### config.mk
export PLATFORM = sky130hd
export DESIGN_NAME = countdown_100
export DESIGN_NICKNAME = d
export VERILOG_FILES = /design/src/rtl/countdown_100.sv
export SDC_FILE = /design/constraint.sdc
export NUM_CORES = 1
export LEC_CHECK = 0
export ABC_CLOCK_PERIOD_IN_PS = 4400
export CAP_MARGIN = 20
export CELL_PAD_IN_SITES_DETAIL_PLACEMENT = 0
export CELL_PAD_IN_SITES_GLOBAL_PLACEMENT = 1
export CORE_ASPECT_RATIO = 0.6
export CORE_MARGIN = 5
export CORE_UTILIZATION = 39
export DETAILED_ROUTE_END_ITERATION = 10
export PLACE_DENSITY_LB_ADDON = 0.1
export SLEW_MARGIN = 25
export SYNTH_ARGS = -nofsm -noshare
export SYNTH_HDL_FRONTEND = slang
export SYNTH_SLANG_ARGS = --single-unit
### constraint.sdc
create_clock -name i_clk -period 4.4 [get_ports i_clk]
set_input_delay 0.88 -clock i_clk [delete_from_list [all_inputs] [get_ports i_clk]]
set_output_delay 0.88 -clock i_clk [all_outputs]
set_load 0.1 [all_outputs]
### src/rtl/countdown_100.sv
// Loadable down-counter timer: counts a captured start value down to zero, pulses o_done, optional auto-reload.
// Latency: start in cycle N shows the load value in N+1; each prescaled tick then takes one off the count.
// Backpressure: none; i_pause freezes counting while high, i_abort returns to IDLE, starts are ignored while busy.
module countdown_100 #(
    parameter int CNT_W    = 7,
    parameter int MAX_VAL  = 99,
    parameter int PRESCALE = 1
) (
    input  logic             i_clk,
    input  logic             i_reset_n,
    input  logic             i_start,
    input  logic [CNT_W-1:0] i_load_value,
    input  logic             i_pause,
    input  logic             i_abort,
    input  logic             i_auto_reload,
    output logic [CNT_W-1:0] o_value,
    output logic             o_busy,
    output logic             o_done,
    output logic [1:0]       o_state
);

    localparam int               PS_W    = (PRESCALE > 1) ? $clog2(PRESCALE) : 1;
    localparam logic [PS_W-1:0]  PS_LAST = PS_W'(PRESCALE - 1);
    localparam logic [CNT_W-1:0] MAX_V   = CNT_W'(MAX_VAL);

    typedef enum logic [1:0] {
        IDLE  = 2'b00,
        RUN   = 2'b01,
        PAUSE = 2'b10
    } state_t;

    state_t           state_q;
    state_t           state_d;
    logic [PS_W-1:0]  presc_q;
    logic [PS_W-1:0]  presc_d;
    logic [CNT_W-1:0] reload_q;
    logic [CNT_W-1:0] reload_d;
    logic [CNT_W-1:0] value_d;
    logic             done_d;
    logic             busy_d;
    logic [CNT_W-1:0] load_clamped;
    logic             count_en;
    logic             presc_wrap;

    // Clamp at full width so out-of-range loads saturate at MAX_VAL
    assign load_clamped = (i_load_value > MAX_V) ? MAX_V : i_load_value;
    // Counting happens in every busy cycle where pause is low; a pause-release
    // cycle already counts, so a pause held for P cycles costs exactly P cycles
    assign count_en     = (state_q != IDLE) && !i_pause;
    assign presc_wrap   = (presc_q == PS_LAST);

    // State register
    always_ff @(posedge i_clk or negedge i_reset_n) begin
        if (!i_reset_n) begin
            state_q <= IDLE;
        end else begin
            state_q <= state_d;
        end
    end

    // Next-state logic: abort beats start beats pause beats tick
    always_comb begin
        state_d = state_q;
        if (i_abort) begin
            state_d = IDLE;
        end else begin
            case (state_q)
                IDLE: begin
                    if (i_start && (load_clamped != '0)) begin
                        state_d = RUN;
                    end
                end
                RUN, PAUSE: begin
                    if (i_pause) begin
                        state_d = PAUSE;
                    end else if (presc_wrap && (o_value == CNT_W'(1)) && !i_auto_reload) begin
                        state_d = IDLE;
                    end else begin
                        state_d = RUN;
                    end
                end
                default: state_d = IDLE;
            endcase
        end
    end

    // Output/datapath next values; a zero count while busy means an auto-reload is due
    always_comb begin
        value_d  = o_value;
        presc_d  = presc_q;
        reload_d = reload_q;
        done_d   = 1'b0;
        if (i_abort) begin
            value_d = '0;
            presc_d = '0;
        end else if (state_q == IDLE) begin
            if (i_start) begin
                value_d  = load_clamped;
                reload_d = load_clamped;
                presc_d  = '0;
                done_d   = (load_clamped == '0);
            end
        end else if (count_en) begin
            if (o_value == '0) begin
                value_d = reload_q;
                presc_d = '0;
            end else if (presc_wrap) begin
                presc_d = '0;
                value_d = o_value - CNT_W'(1);
                done_d  = (o_value == CNT_W'(1));
            end else begin
                presc_d = presc_q + PS_W'(1);
            end
        end
        busy_d = (state_d != IDLE);
    end

    // Registered outputs and counters, busy updated alongside the state register
    always_ff @(posedge i_clk or negedge i_reset_n) begin
        if (!i_reset_n) begin
            o_value  <= '0;
            presc_q  <= '0;
            reload_q <= '0;
            o_done   <= 1'b0;
            o_busy   <= 1'b0;
        end else begin
            o_value  <= value_d;
            presc_q  <= presc_d;
            reload_q <= reload_d;
            o_done   <= done_d;
            o_busy   <= busy_d;
        end
    end

    assign o_state = state_q;

endmodule
## Yosys cells after proc, flatten, opt, wreduce, memory -nomap -nowiden

Index checks and enable logic that the tools add are counted.

- $add $sub $neg: 2
- Magnitude comparators: 1
- Eq/ne operators: 5
- Multiplexer cells: 24
- Bitwise operators: 2
- Reduce and logical (&&, ||, !) cells: 17

Operators with widths:

| kind | count |
|---|---|
| $mux W7 | 7 |
| $logic_not A7 Y1 | 2 |
| $mux W1 | 13 |
| $eq A7 B1 Y1 const B | 1 |
| $gt A7 B7 Y1 const B | 1 |
| $reduce_bool A7 Y1 | 1 |
| $sub A7 B1 Y7 const B | 1 |
| $mux W2 | 3 |
| $reduce_and A3 Y1 | 2 |
| $logic_and A1 B1 Y1 | 4 |
| $ne A4 B2 Y1 const B | 1 |
| $pmux W2 S2 | 1 |
| $reduce_bool A2 Y1 | 2 |
| $ne A3 B3 Y1 const B | 1 |
| $reduce_bool A3 Y1 | 1 |
| $eq A2 B1 Y1 const B | 1 |
| $eq A2 B2 Y1 const B | 1 |
| $logic_not A1 Y1 | 2 |
| $logic_not A2 Y1 | 1 |
| $not A1 Y1 | 2 |
| $reduce_and A2 Y1 | 1 |
| $reduce_or A2 Y1 | 1 |
| $add A1 B1 Y1 const B | 1 |

- Register bits after elaboration: 19
- Input bits: 13
- Output and inout bits: 11
- Word-level logic and storage cells: 57

## Logic depth before layout (Yosys ltp)

Gate-level depths: netlist of the first run.

- Depth after elaboration: 8
- Mapped depth: 7
- Gate-level depth less buffers: 6

## Least setup slack after synthesis of the first run

OpenSTA, ideal clock, no wires.

- Path type: register to register
- Start point: reg o_value[0]
- End point: reg o_value[5]
- Library setup time: 0.132 ns
- Arrival: 2.073 ns
- Required time: 4.268 ns
- Setup slack: 2.195 ns
- Stages on the path, launching flop included: 7
- Path buffers: 0
- Clock period less this slack: 2.205 ns
- Cells stage by stage: dfrtp_1 > inv_1 > ha_1 > nand2b_1 > mux2_2 > a21oi_1 > o22ai_1

- Word-level cells in the longest chain between the ends: 6
- Elaborated cells on any way between the ends: 9
- Those cells by class: add/sub (1); eq/ne (1); mux (5); reduce/logical (2)

RTL lines:

| what | RTL line | text |
|---|---|---|
| start, declared | 16 | `output logic [CNT_W-1:0] o_value,` |
| start signal, assigned | 127 | `o_value <= value_d;` |
| $sub A7 B1 Y7 | 109 | `value_d = o_value - CNT_W'(1);` |
| $mux W7 | 107 | `end else if (presc_wrap) begin` |
| $mux W7 | 104 | `if (o_value == '0) begin` |
| $mux W7 | 103 | `end else if (count_en) begin` |
| $mux W7 | 96 | `end else if (state_q == IDLE) begin` |
| $mux W7 | 93 | `if (i_abort) begin` |

Parallel ways exist; a longest one is shown, timed or not. The select of a mux whose other input is x is not followed.
A chain may end at the register's enable or synchronous reset.

## Worst setup path in the final report of the first run

- Start point: reg o_value[2]
- End point: out o_value[2]

No word-level cell between the ends.

==> metrics.csv, run 1 <==
metric,value,unit
netlist_area,1070,µm²
outcome,"finished, final reports clean",
post_cts_resized,0,
cts_root_buffer,clkbuf_8,
post_cts_buffers,0,
yosys_register_bits,18,
worst-path-buf-inv,1,
yosys.area_share.simple,22.4,%
first_pass_iters,4,
setup.worst_path.end_class,primary output,
period_minus_slack,2810,ps
synth-compound-area-share,20.0,%
layout_common_cells,"clkdlybuf4s50_1 (23), dfrtp_1 (18), nand2_1 (14)",
maxCapViolCount,0,
setup.worst_path.start,o_value[2],
final_common_cell,clkdlybuf4s50_1,
hold_viol_final,0,
grt_max_degree,19,
max_freq,0.355,GHz
drt-initial-drc-count,51,
drive_above_1_share,8.45,%
dieArea,3930,µm²
worst_ep_arrival_time,1930,ps
hold_class,reg -> reg,
drv_slew,0,
synthMuxAreaShare,5.96,%
power.switching,0.530,mW
r2r-start,o_state[0],
switching_share,52.3,%
seqPwrFrac,28.2,%
clock-sinks,18,
vias,984,
via_per_inst,5.66,
nets,160,
drtAntennaViolNets,0,
die_w,77.7,µm
tightestPinTransition,973,ps
critPathSlowestCell,clkdlybuf4s50_1,
critPathMaxFanout,6,
yosys_warnings,0,
grt_overflow_total,0,
tns,0,ps
clk_pin_slew_worst_paths,70,ps
hold_buffers,0,
p_total,1.01,mW
numCtsBuffers,3,
max-vdd-ir-drop,0.317,mV
synth_nets,135,
yosysUniqueCellTypes,34,
p_int,0.484,mW
finalSetupViolations,0,
hp-start,reload_q[3],
critPathTopFamily,buffers and inverters,
cts_tree,yes,
synth_xor_area_share,1.64,%
hpwl,2.19,mm
worstSkewPairLatency,260,ps
grt_pass1_vias,879,
syn_inst,118,
grt_pass1_wl,4.57,mm
syn2layout_area_growth,28.9,%
start_util,41.9,%
core_area,2560,µm²
track_usage,15.0,%
fin_util,54.0,%
slew_headroom,35.0,%
power_frac_comb,58.4,%
totalWireLength,2.78,mm
wl_per_cell,15.9,µm
cts_max_level,1,
gp_congestion,0.818,
seq_area_frac_synth,42.1,%
die_height,50.6,µm
io_pins,24,
cts_buffer_depth,2,
cp_data_required_time,3520,ps
power_density,735,nW/µm²
synth_area_per_cell,9.08,µm²
row_count,14,
synth_top_family_by_area,simple AND/OR/NAND/NOR gates,
cp-start-kind,flop,
antennaDiodeCount,0,
synthAdderAreaFrac,4.67,%
port_buffers,23,
leakage,0.591,nW
antenna_found_initial,0,
crit_path_cell_trace,clkdlybuf4s50_1,
drc_errors,0,
cpPeakStageDelay,1190,ps
skew,5.65,ps
fin_crit_sh,64.0,%
worstSetupPathType,reg -> out,
clkPwrFrac,13.4,%
rsz0062_at_grt,no,
[power by group through the flow]
stage | clock network, mW | registers (mW) | logic [mW]
after floorplan | 0 | 0.484 | 0.248
final | 0.136 | 0.286 | 0.593
after detailed placement | 0 | 0.287 | 0.589
after global placement | 0 | 0.286 | 0.587
after CTS | 0.140 | 0.285 | 0.593
after global routing | 0.148 | 0.295 | 0.631
[worst reg2reg max path, delay by kind of cell (launching register included)]
| family | cells | cell delay (ps) |
|---|---|---|
| and+or+nand+nor | 1 | 450 |
| buffers and inverters | 1 | 70 |
| muxes | 1 | 410 |
| adders and majority gates | 1 | 480 |
| DFF | 1 | 420 |
[final cells by class]
class | instances | area [µm²]
Multi-Input combinational cell | 92 | 586
Tap cell | 32 | 40.0
Inverter | 5 | 18.8
Sequential cell | 18 | 450
Timing Repair Buffer | 23 | 230
Fill cell | 227 | 1180
Clock buffer | 4 | 55.1
[path summary, 6_finish.rpt]
path	to	slack, ps	cells past startpoint
worst max-delay path	o_value[2]	1590	1
worst min-delay path	reload_q[3]	490	2
worst max register to register	reload_q[6]	2460	4
worst min register to register	reload_q[3]	490	2
max in group asynchronous	reload_q[6]	2790	1
min in group asynchronous	o_state[0]	1100	1
[cell families after synthesis]
family,Yosys count
buffers and inverters,8
AOI/OAI and AO/OA,33
DFF,18
and+or+nand+nor,47
adders and majority gates,4
muxes,6
xor gates and xnor gates,2
[routing by layer]
| layer | GRT usage (%) | wire, µm | up-vias |
|---|---|---|---|
| li1 | - | - | 482 |
| met1 | 22.5 | 1420 | 471 |
| met2 | 19.0 | 1110 | 29 |
| met3 | 6.79 | 221 | 2 |
| met4 | 3.43 | 22 | 0 |
| met5 | 0 | 0 | - |
[state kept, by name, summed over array words and instances, names as in the netlist]
signal    cells
o_busy        1
o_state       2
o_done        1
o_value       7
reload_q      7
[cell usage after synthesis (all sizes together)]
master / instances / area share (%)
and2b: 1 / 0.82
nand2: 14 / 4.9
clkbuf: 1 / 0.35
o22ai: 2 / 1.2
a31oi: 2 / 1.2
a41o: 1 / 0.93
nand2b: 1 / 0.58
nor2b: 1 / 0.58
nor3: 5 / 3.4
a21oi: 6 / 2.8
nor2: 12 / 4.2
a21bo: 1 / 0.93
or3b: 1 / 0.82
dfrtp: 18 / 42
nand4: 1 / 0.58
ha: 4 / 4.7
nand3: 9 / 5.4
o211ai: 4 / 2.8
a2111oi: 1 / 0.82
mux2i: 3 / 2.8
o21ai: 10 / 4.7
and3: 1 / 0.58
buf: 2 / 1.2
mux2: 3 / 3.2
inv: 5 / 1.8
o311a: 1 / 1.1
nor4: 1 / 0.58
o31ai: 2 / 1.4
a21boi: 2 / 1.4
xor2: 2 / 1.6
a311oi: 1 / 0.82
[metrics by stage]
stage               hold slack (ps)  setup WS [ps]  instances  instance area (µm²)
floorplan                       442           2200        118                 1070
global placement                483           1880        170                 1330
detailed placement              485           1870        170                 1330
CTS                             501           1580        174                 1380
global route                    528           1520        174                 1380
finish                          491           1590        174                 1380
No activity file was read; power rests on OpenSTA's default activity.
==> run 2: changes to the inputs <==
Settings changed: ABC_CLOCK_PERIOD_IN_PS 4400 to 2400, CORE_UTILIZATION 39 to 33.
Clock period 4.4 ns to 2.4 ns, I/O delays scaled along.
==> run 2 against run 1 <==
Critical path type is now reg -> reg. Worst setup slack lost 1100 ps. Highest routed layer unchanged. Combinational power grew 82%. Critical path depth grew 5. Die area grew 15%. Via count grew 0.10%. Sequential power grew 86%. Clock-buffer cell count shrank 1. Utilization shrank 10 points. Clock power grew 58%. Sequential share of layout area shrank 0.12 points. Clock skew shrank 2.8 ps. Routed wire length grew 7.2%.
==> metrics.csv, run 2 (synthesis results as in run 1) <==
metric,value,unit,change
worstSetupPathType,reg -> reg,,
drive_above_1_share,17.9,%,+9.5 points
track_usage,14.7,%,-0.27 points
hold_viol_final,0,,unchanged
drv_slew,0,,unchanged
final_design_area_no_fill,1390,µm²,+0.36%
nets,164,,+2.5%
worst_ep_arrival_time,2020,ps,+90 ps
layout_common_cells,"dfrtp_1 (18), buf_4 (15), nand2_1 (14)",,
first_pass_iters,4,,unchanged
hold_buffers,0,,unchanged
cts_max_level,1,,unchanged
core_area,3180,µm²,+24%
place_area,1340,µm²,+1.4%
post_cts_buffers,0,,unchanged
via_per_inst,5.18,,-8.3%
fillers,326,,+44%
slew_headroom,65.4,%,+30 points
max-vdd-ir-drop,0.461,mV,+45%
totalWireLength,2.98,mm,+7.2%
cts_buffer_depth,2,,unchanged
antenna_found_initial,0,,unchanged
finalSetupViolations,0,,unchanged
post_cts_resized,0,,unchanged
worstSkewPairLatency,250,ps,about the same
drtAntennaViolNets,0,,unchanged
rsz0062_at_grt,no,,
grt_max_degree,19,,unchanged
final_common_cell,dfrtp_1,,
antennaDiodeCount,0,,unchanged
vias,985,,+0.10%
leakage,0.621,nW,+5.0%
hpwl,2.32,mm,+5.9%
cp_data_required_time,2530,ps,-990 ps
power_density,1320,nW/µm²,+79%
critPathMaxFanout,13,,+7
numCtsBuffers,3,,unchanged
drc_errors,0,,unchanged
clk_pin_slew_worst_paths,70,ps,about the same
row_count,16,,+2
syn2layout_area_growth,29.3,%,
setup.worst_path.end_class,flop,,
outcome,"finished, final reports clean",,
tightestPinTransition,517,ps,-455 ps
grt_pass1_wl,5.07,mm,+11%
maxCapViolCount,0,,unchanged
die_w,83.5,µm,+7.6%
wl_per_cell,15.7,µm,-1.8%
cts_root_buffer,clkbuf_8,,
clock-sinks,18,,unchanged
tns,0,ps,unchanged
fin_crit_sh,78.8,%,
die_height,54.1,µm,+7.0%
drt-initial-drc-count,68,,+33%
skew,2.85,ps,-2.80 ps
hold_class,reg -> reg,,
io_pins,24,,unchanged
cp-start-kind,flop,,
cts_tree,yes,,
period_minus_slack,1890,ps,
grt_pass1_vias,978,,+11%
port_buffers,23,,unchanged
start_util,33.6,%,-8.2 points
max_freq,0.529,GHz,
gp_congestion,0.784,,-4.1%
dieArea,4520,µm²,+15%
grt_overflow_total,0,,unchanged
run 2: metal layers:
| metal | track usage (%) | vias to the layer above | part of all wire, % |
|---|---|---|---|
| li1 | - | 488 | - |
| met1 | 21.8 | 472 | 54 |
| met2 | 20.7 | 23 | 39 |
| met3 | 4.43 | 2 | 6.3 |
| met4 | 3.21 | 0 | 0.47 |
| met5 | 0 | - | 0 |
run 2: critical path: stages (launching register included):
cell     delay [ps]
dfrtp_1         410
inv_1            60
ha_1            330
nor2_1          460
a21oi_1         190
a21oi_1         210
a31oi_1         110
run 2: worst paths after layout:
check,start,endpoint,slack (ps),depth (start not counted)
hold / removal,reload_q[1],reload_q[1],480,2
max in group asynchronous,i_reset_n,reload_q[4],1630,2
hold reg to reg,reload_q[1],reload_q[1],480,2
min in group asynchronous,i_reset_n,reload_q[0],560,2
setup reg to reg,o_state[0],o_value[6],510,6
setup / recovery,o_state[0],o_value[6],510,6
run 2: report_power, final:
part           internal (mW)  switching (mW)  leakage [nW]
Sequential             0.409           0.122         0.231
Combinational          0.327           0.749         0.368
Clock                  0.112           0.103        0.0216
Total                  0.848           0.974         0.621
run 2: stage by stage:
| step | setup slack [ps] | cells | utilization [%] | total power [mW] | hold slack [ps] |
|---|---|---|---|---|---|
| finish | 509 | 190 | 43.5 | 1.82 | 484 |
| global route | 318 | 190 | 43.5 | 1.94 | 526 |
| CTS | 520 | 190 | 43.5 | 1.82 | 493 |
| detailed placement | 320 | 187 | 42.2 | 1.60 | 477 |
| global placement | 285 | 187 | 42.2 | 1.61 | 486 |
| floorplan | 195 | 118 | - | 1.34 | 184 |
run 2: final cells by class:
class / count / area, µm² / area share (%)
Inverter: 5 / 18.8 / 1.36
Timing Repair Buffer: 27 / 233 / 16.8
Multi-Input combinational cell: 92 / 586 / 42.3
Sequential cell: 18 / 450 / 32.5
Tap cell: 45 / 56.3 / 4.07
Clock buffer: 3 / 41.3 / 2.98
